## src/rtl/clock_time_ctrl.sv

```systemverilog
// HH:MM:SS timekeeping controller: turns the 1 Hz divider output into a one-cycle tick,
// sequences the time counters and runs the MODE/INC set-mode FSM.
module clock_time_ctrl #(
  parameter bit H24 = 1'b1
) (
  input  logic       i_clk,
  input  logic       i_rst,
  input  logic       i_sec_clk,
  input  logic       i_mode,
  input  logic       i_inc,
  output logic [4:0] o_hh,
  output logic [5:0] o_mm,
  output logic [5:0] o_ss,
  output logic [1:0] o_mode,
  output logic       o_blink,
  output logic       o_wrap
);

  typedef enum logic [1:0] {
    RUN    = 2'd0,
    SET_HH = 2'd1,
    SET_MM = 2'd2,
    SET_SS = 2'd3
  } mode_e;

  localparam logic [4:0] HH_MIN = H24 ? 5'd0  : 5'd1;
  localparam logic [4:0] HH_MAX = H24 ? 5'd23 : 5'd12;
  localparam logic [4:0] HH_RST = H24 ? 5'd0  : 5'd12;
  localparam logic [5:0] MS_MAX = 6'd59;

  logic [2:0] sync_q;
  mode_e      mode_q, mode_d;
  logic [4:0] hh_q, hh_d;
  logic [5:0] mm_q, mm_d;
  logic [5:0] ss_q, ss_d;
  logic       blink_q, blink_d;
  logic       wrap_q, wrap_d;

  logic       tick;
  logic [4:0] hh_cur;
  logic [5:0] mm_cur;
  logic [5:0] ss_cur;

  function automatic logic [4:0] hh_next(input logic [4:0] h);
    return (h == HH_MAX) ? HH_MIN : h + 5'd1;
  endfunction

  function automatic logic [5:0] ms_next(input logic [5:0] v);
    return (v == MS_MAX) ? 6'd0 : v + 6'd1;
  endfunction

  // sync_q[0..1] synchronize the divider output; sync_q[2] delays it once more for edge detect.
  assign tick = sync_q[1] & ~sync_q[2];

  // Defensive range clamp: an illegal field value reloads that field's reset value.
  assign hh_cur = ((hh_q > HH_MAX) || (!H24 && (hh_q == 5'd0))) ? HH_RST : hh_q;
  assign mm_cur = (mm_q > MS_MAX) ? 6'd0 : mm_q;
  assign ss_cur = (ss_q > MS_MAX) ? 6'd0 : ss_q;

  always_comb begin
    // NOTE: every always_comb target gets a default first so no path can infer a latch.
    mode_d = mode_q;
    hh_d   = hh_cur;
    mm_d   = mm_cur;
    ss_d   = ss_cur;
    wrap_d = 1'b0;

    case (mode_q)
      RUN: begin
        if (tick) begin
          ss_d = ms_next(ss_cur);
          if (ss_cur == MS_MAX) begin
            mm_d = ms_next(mm_cur);
            if (mm_cur == MS_MAX) begin
              hh_d   = hh_next(hh_cur);
              wrap_d = (hh_cur == HH_MAX);
            end
          end
        end
        if (i_mode) mode_d = SET_HH;
      end
      SET_HH: begin
        if (i_mode)     mode_d = SET_MM;
        else if (i_inc) hh_d   = hh_next(hh_cur);
      end
      SET_MM: begin
        if (i_mode)     mode_d = SET_SS;
        else if (i_inc) mm_d   = ms_next(mm_cur);
      end
      SET_SS: begin
        // Leaving set mode restarts the time on a whole second.
        if (i_mode) begin
          mode_d = RUN;
          ss_d   = 6'd0;
        end else if (i_inc) begin
          ss_d = ms_next(ss_cur);
        end
      end
      default: mode_d = RUN;
    endcase

    // sync_q[0] is the value s2 takes at this edge, so the registered strobe equals s2.
    blink_d = (mode_d == RUN) ? 1'b1 : sync_q[0];
  end

  always_ff @(posedge i_clk or negedge i_rst) begin
    if (!i_rst) begin
      sync_q  <= 3'b000;
      mode_q  <= RUN;
      hh_q    <= HH_RST;
      mm_q    <= 6'd0;
      ss_q    <= 6'd0;
      blink_q <= 1'b1;
      wrap_q  <= 1'b0;
    end else begin
      // NOTE: non-blocking assignments so every flop samples pre-edge values.
      sync_q  <= {sync_q[1:0], i_sec_clk};
      mode_q  <= mode_d;
      hh_q    <= hh_d;
      mm_q    <= mm_d;
      ss_q    <= ss_d;
      blink_q <= blink_d;
      wrap_q  <= wrap_d;
    end
  end

  assign o_hh    = hh_q;
  assign o_mm    = mm_q;
  assign o_ss    = ss_q;
  assign o_mode  = mode_q;
  assign o_blink = blink_q;
  assign o_wrap  = wrap_q;

endmodule

```

## config.mk

```make
export PLATFORM = sky130hd
export DESIGN_NAME = clock_time_ctrl
export DESIGN_NICKNAME = d
export VERILOG_FILES = /design/src/rtl/clock_time_ctrl.sv
export SDC_FILE = /design/constraint.sdc
export NUM_CORES = 1
export LEC_CHECK = 0
export ABC_AREA = 1
export CORE_MARGIN = 1
export CORE_UTILIZATION = 50
export DETAILED_ROUTE_END_ITERATION = 8
export PLACE_DENSITY = 0.8
export SLEW_MARGIN = 20
export SYNTH_ARGS = -nofsm -noshare
export SYNTH_HDL_FRONTEND = slang
export SYNTH_SLANG_ARGS = --single-unit
```

## constraint.sdc

```tcl
create_clock -name i_clk -period 2.2 [get_ports i_clk]
set_clock_uncertainty 0.1 [all_clocks]
set_input_delay 0.44 -clock i_clk [delete_from_list [all_inputs] [get_ports i_clk]]
set_output_delay 0.44 -clock i_clk [all_outputs]
set_load 0.05 [all_outputs]
```

==> flow_metrics.py <==
metrics = {
    "outcome": {
        "status": "complete, no violations",
    },
    "clock_tree": {
        "clock_latency_ns": 0.32,
        "path_clk_slew_ns": 0.14,
        "cts_sinks": 24,
        "cts_hold_buf": 0,
        "clock_path_buffers": 2,
        "cts_tree": "done",
        "cts_made_buffers": 3,
        "cts_max_level": 1,
        "cts-root-buf": "clkbuf_4",
    },
    "cells_and_area": {
        "final_common_cell": "nand2_1",
        "drive_above_1_share_pct": 16.48,
        "syn_to_final_growth_pct": 28.71,
        "fin_cells": 305,
        "stdcell_area_um2": 2053,
        "layout.nets": 274,
        "fillers": 257,
        "final_cell_mix": "nand2_1 (58), inv_1 (30), nand3_1 (22), dfrtp_1 (20), clkdlybuf4s50_1 (19)",
        "diodes": 0,
        "fin_util_pct": 67.81,
    },
    "yosys": {
        "postSynthCellCount": 222,
        "synth_area_um2": 1595,
        "ys_types": 27,
        "syn_nets": 234,
        "yosys_warnings": 0,
        "synth.ff_latch_count": 24,
        "ys_seq_area_share_pct": 37.73,
        "syn_area_per_cell_um2": 7.186,
    },
    "power_and_ir_drop": {
        "p_comb_share_pct": 62.4,
        "p_int_mw": 1.148,
        "p_per_area_nw_per_um2": 1165,
        "sw_frac_of_total_pct": 51.99,
        "power_frac_clock_pct": 9.9,
        "p_leak_nw": 1.088,
        "vdd_drop_max_uv": 468.0,
        "power_mw": 2.391,
        "seqPwrFrac_pct": 27.7,
        "p_sw_mw": 1.243,
    },
    "timing": {
        "fin_tns_setup_ns": 0,
        "setup_ws_ns": 0.04922,
        "timing.hold.ws_ns": 0.2959,
        "min_period_ns": 2.151,
        "hold_viol": 0,
        "setup_viol_count_final": 0,
        "worst_pin_slew_ns": 0.5080,
        "max_freq_mhz": 464.9,
        "final_max_slew_viol_count": 0,
        "period_share_pct": 97.76,
        "max_slew_margin_pct": 66.08,
    },
    "worst_setup_path": {
        "crit_required_ns": 1.66,
        "crit_type": "register to primary output",
        "arrival_ns": 1.61,
        "end_kind": "primary output",
        "r2r_cells": 15,
        "worstReg2RegEnd": "o_mm[5]",
        "crit_path_start_kind": "register",
        "worstReg2RegStart": "o_ss[4]",
        "r2r_slack_ns": 0.15,
        "crit_fanout": 3,
    },
    "placement": {
        "place.gp.congestion": 0.8783,
        "dpl_worst_slack_ns": 0.08504,
        "dp_cells": 296,
        "postPlaceCellArea_um2": 1939,
        "port_buffers": 25,
        "dp_hpwl_um": 2705,
    },
    "floorplanning": {
        "fp.dieW_um": 58.49,
        "dieArea_um2": 3421,
        "core_area_um2": 3028,
        "die_h_um": 58.49,
        "io_pins": 26,
        "rows": 20,
        "start_util_pct": 52.69,
    },
    "global_routing": {
        "grt_antenna_before_repair": 0,
        "grt_max_degree": 25,
        "grtUsageTotal_pct": 22.56,
        "grt_pass1_wl_um": 5982,
        "overflow": 0,
        "grt_pass1_vias": 1409,
    },
    "drt": {
        "first_iter_violations": 39,
        "firstDrtPassIters": 4,
        "vias_per_cell": 5.351,
        "vias": 1632,
        "drc": 0,
        "routed_wl_um": 3654,
        "ant_nets": 0,
        "wl_per_cell_um": 11.98,
    },
    "min_path": {
        "worstHoldEndpoint": "sync_q[1]",
        "hp-start": "sync_q[0]",
        "min_path_type": "register to register",
        "min_delay_path_depth": 0,
    },
    "job": {
        "max_cap_viol_count": 0,
    },
}
how the worst max path moves through the flow:
stage	end	start	cells past startpoint
2_1_floorplan	o_mm[5]	o_ss[5]	15
3_3_place_gp	o_hh[2]	o_ss[3]	13
3_5_place_dp	o_hh[2]	o_ss[5]	13
4_1_cts	o_ss[2]	o_ss[2]	2
5_1_grt	o_mm[5]	o_ss[4]	15
6_report	o_ss[4]	o_ss[4]	2
what timing repair did:
| item | in CTS | in global routing |
|---|---|---|
| pin swaps | 0 | 3 |
| setup buffers | 0 | 5 |
| endpoints found under the setup margin | 1 | 18 |
| gates resized for setup | 1 | 12 |
worst max-delay path, cell delays in order (launching register included):
cell and delay, ns:
dfrtp_2 0.40, buf_4 0.11, clkdlybuf4s50_1 0.78
final cells by class:
type	count	area, µm²	share of cell area [%]
well taps	44	55.05	2.681
flip-flops and latches	24	605.6	29.49
repair buffers	36	339.1	16.51
inverters	35	132.6	6.459
multi-input cells	162	884.6	43.08
clock buffers	4	36.28	1.767
power groups by stage:
stage               logic [mW]  clock network (mW)  registers [mW]
floorplan                0.705                   0            1.02
global placement          1.44                   0           0.667
detailed placement        1.46                   0           0.671
CTS                       1.46               0.244           0.661
global route              1.63               0.257           0.680
finish                    1.49               0.237           0.661
state kept, by name (all words and copies together) (netlist names):
signal and count:
o_wrap 1, o_mm 6, o_blink 1, o_hh 5, o_mode 2, sync_q 3, o_ss 6
layer usage:
metal	global-route usage, %	wire, µm
met1	28.97	1586
met2	40.07	1812
met3	1.978	202
met4	7.483	53
met5	0	0
cells in the mapped netlist (all sizes together):
library cell | instances | area [µm²]
xor2 | 2 | 17.52
dfrtp | 23 | 575.6
buf | 1 | 7.510
dfstp | 1 | 26.28
ha | 7 | 87.58
nand2 | 65 | 271.5
inv | 34 | 127.6
nor3 | 2 | 10.01
o21a | 1 | 7.510
clkinv | 1 | 5.000
a22oi | 1 | 7.510
o21bai | 2 | 15.01
and2 | 1 | 6.260
o21ai | 20 | 100.1
nand3 | 27 | 155.2
nand3b | 1 | 7.510
nand4 | 7 | 43.79
a21oi | 10 | 53.80
nor2 | 16 | 70.07
cell families after synthesis:
logic type      Yosys count  synth area share, %
flops                    24                37.73
compound gates           34                11.53
fa+ha+maj                 7                5.490
xor+xnor                  2                1.098
simple gates            119                35.37
buf+inv                  36                8.784
(Power assumes the default switching activity.)
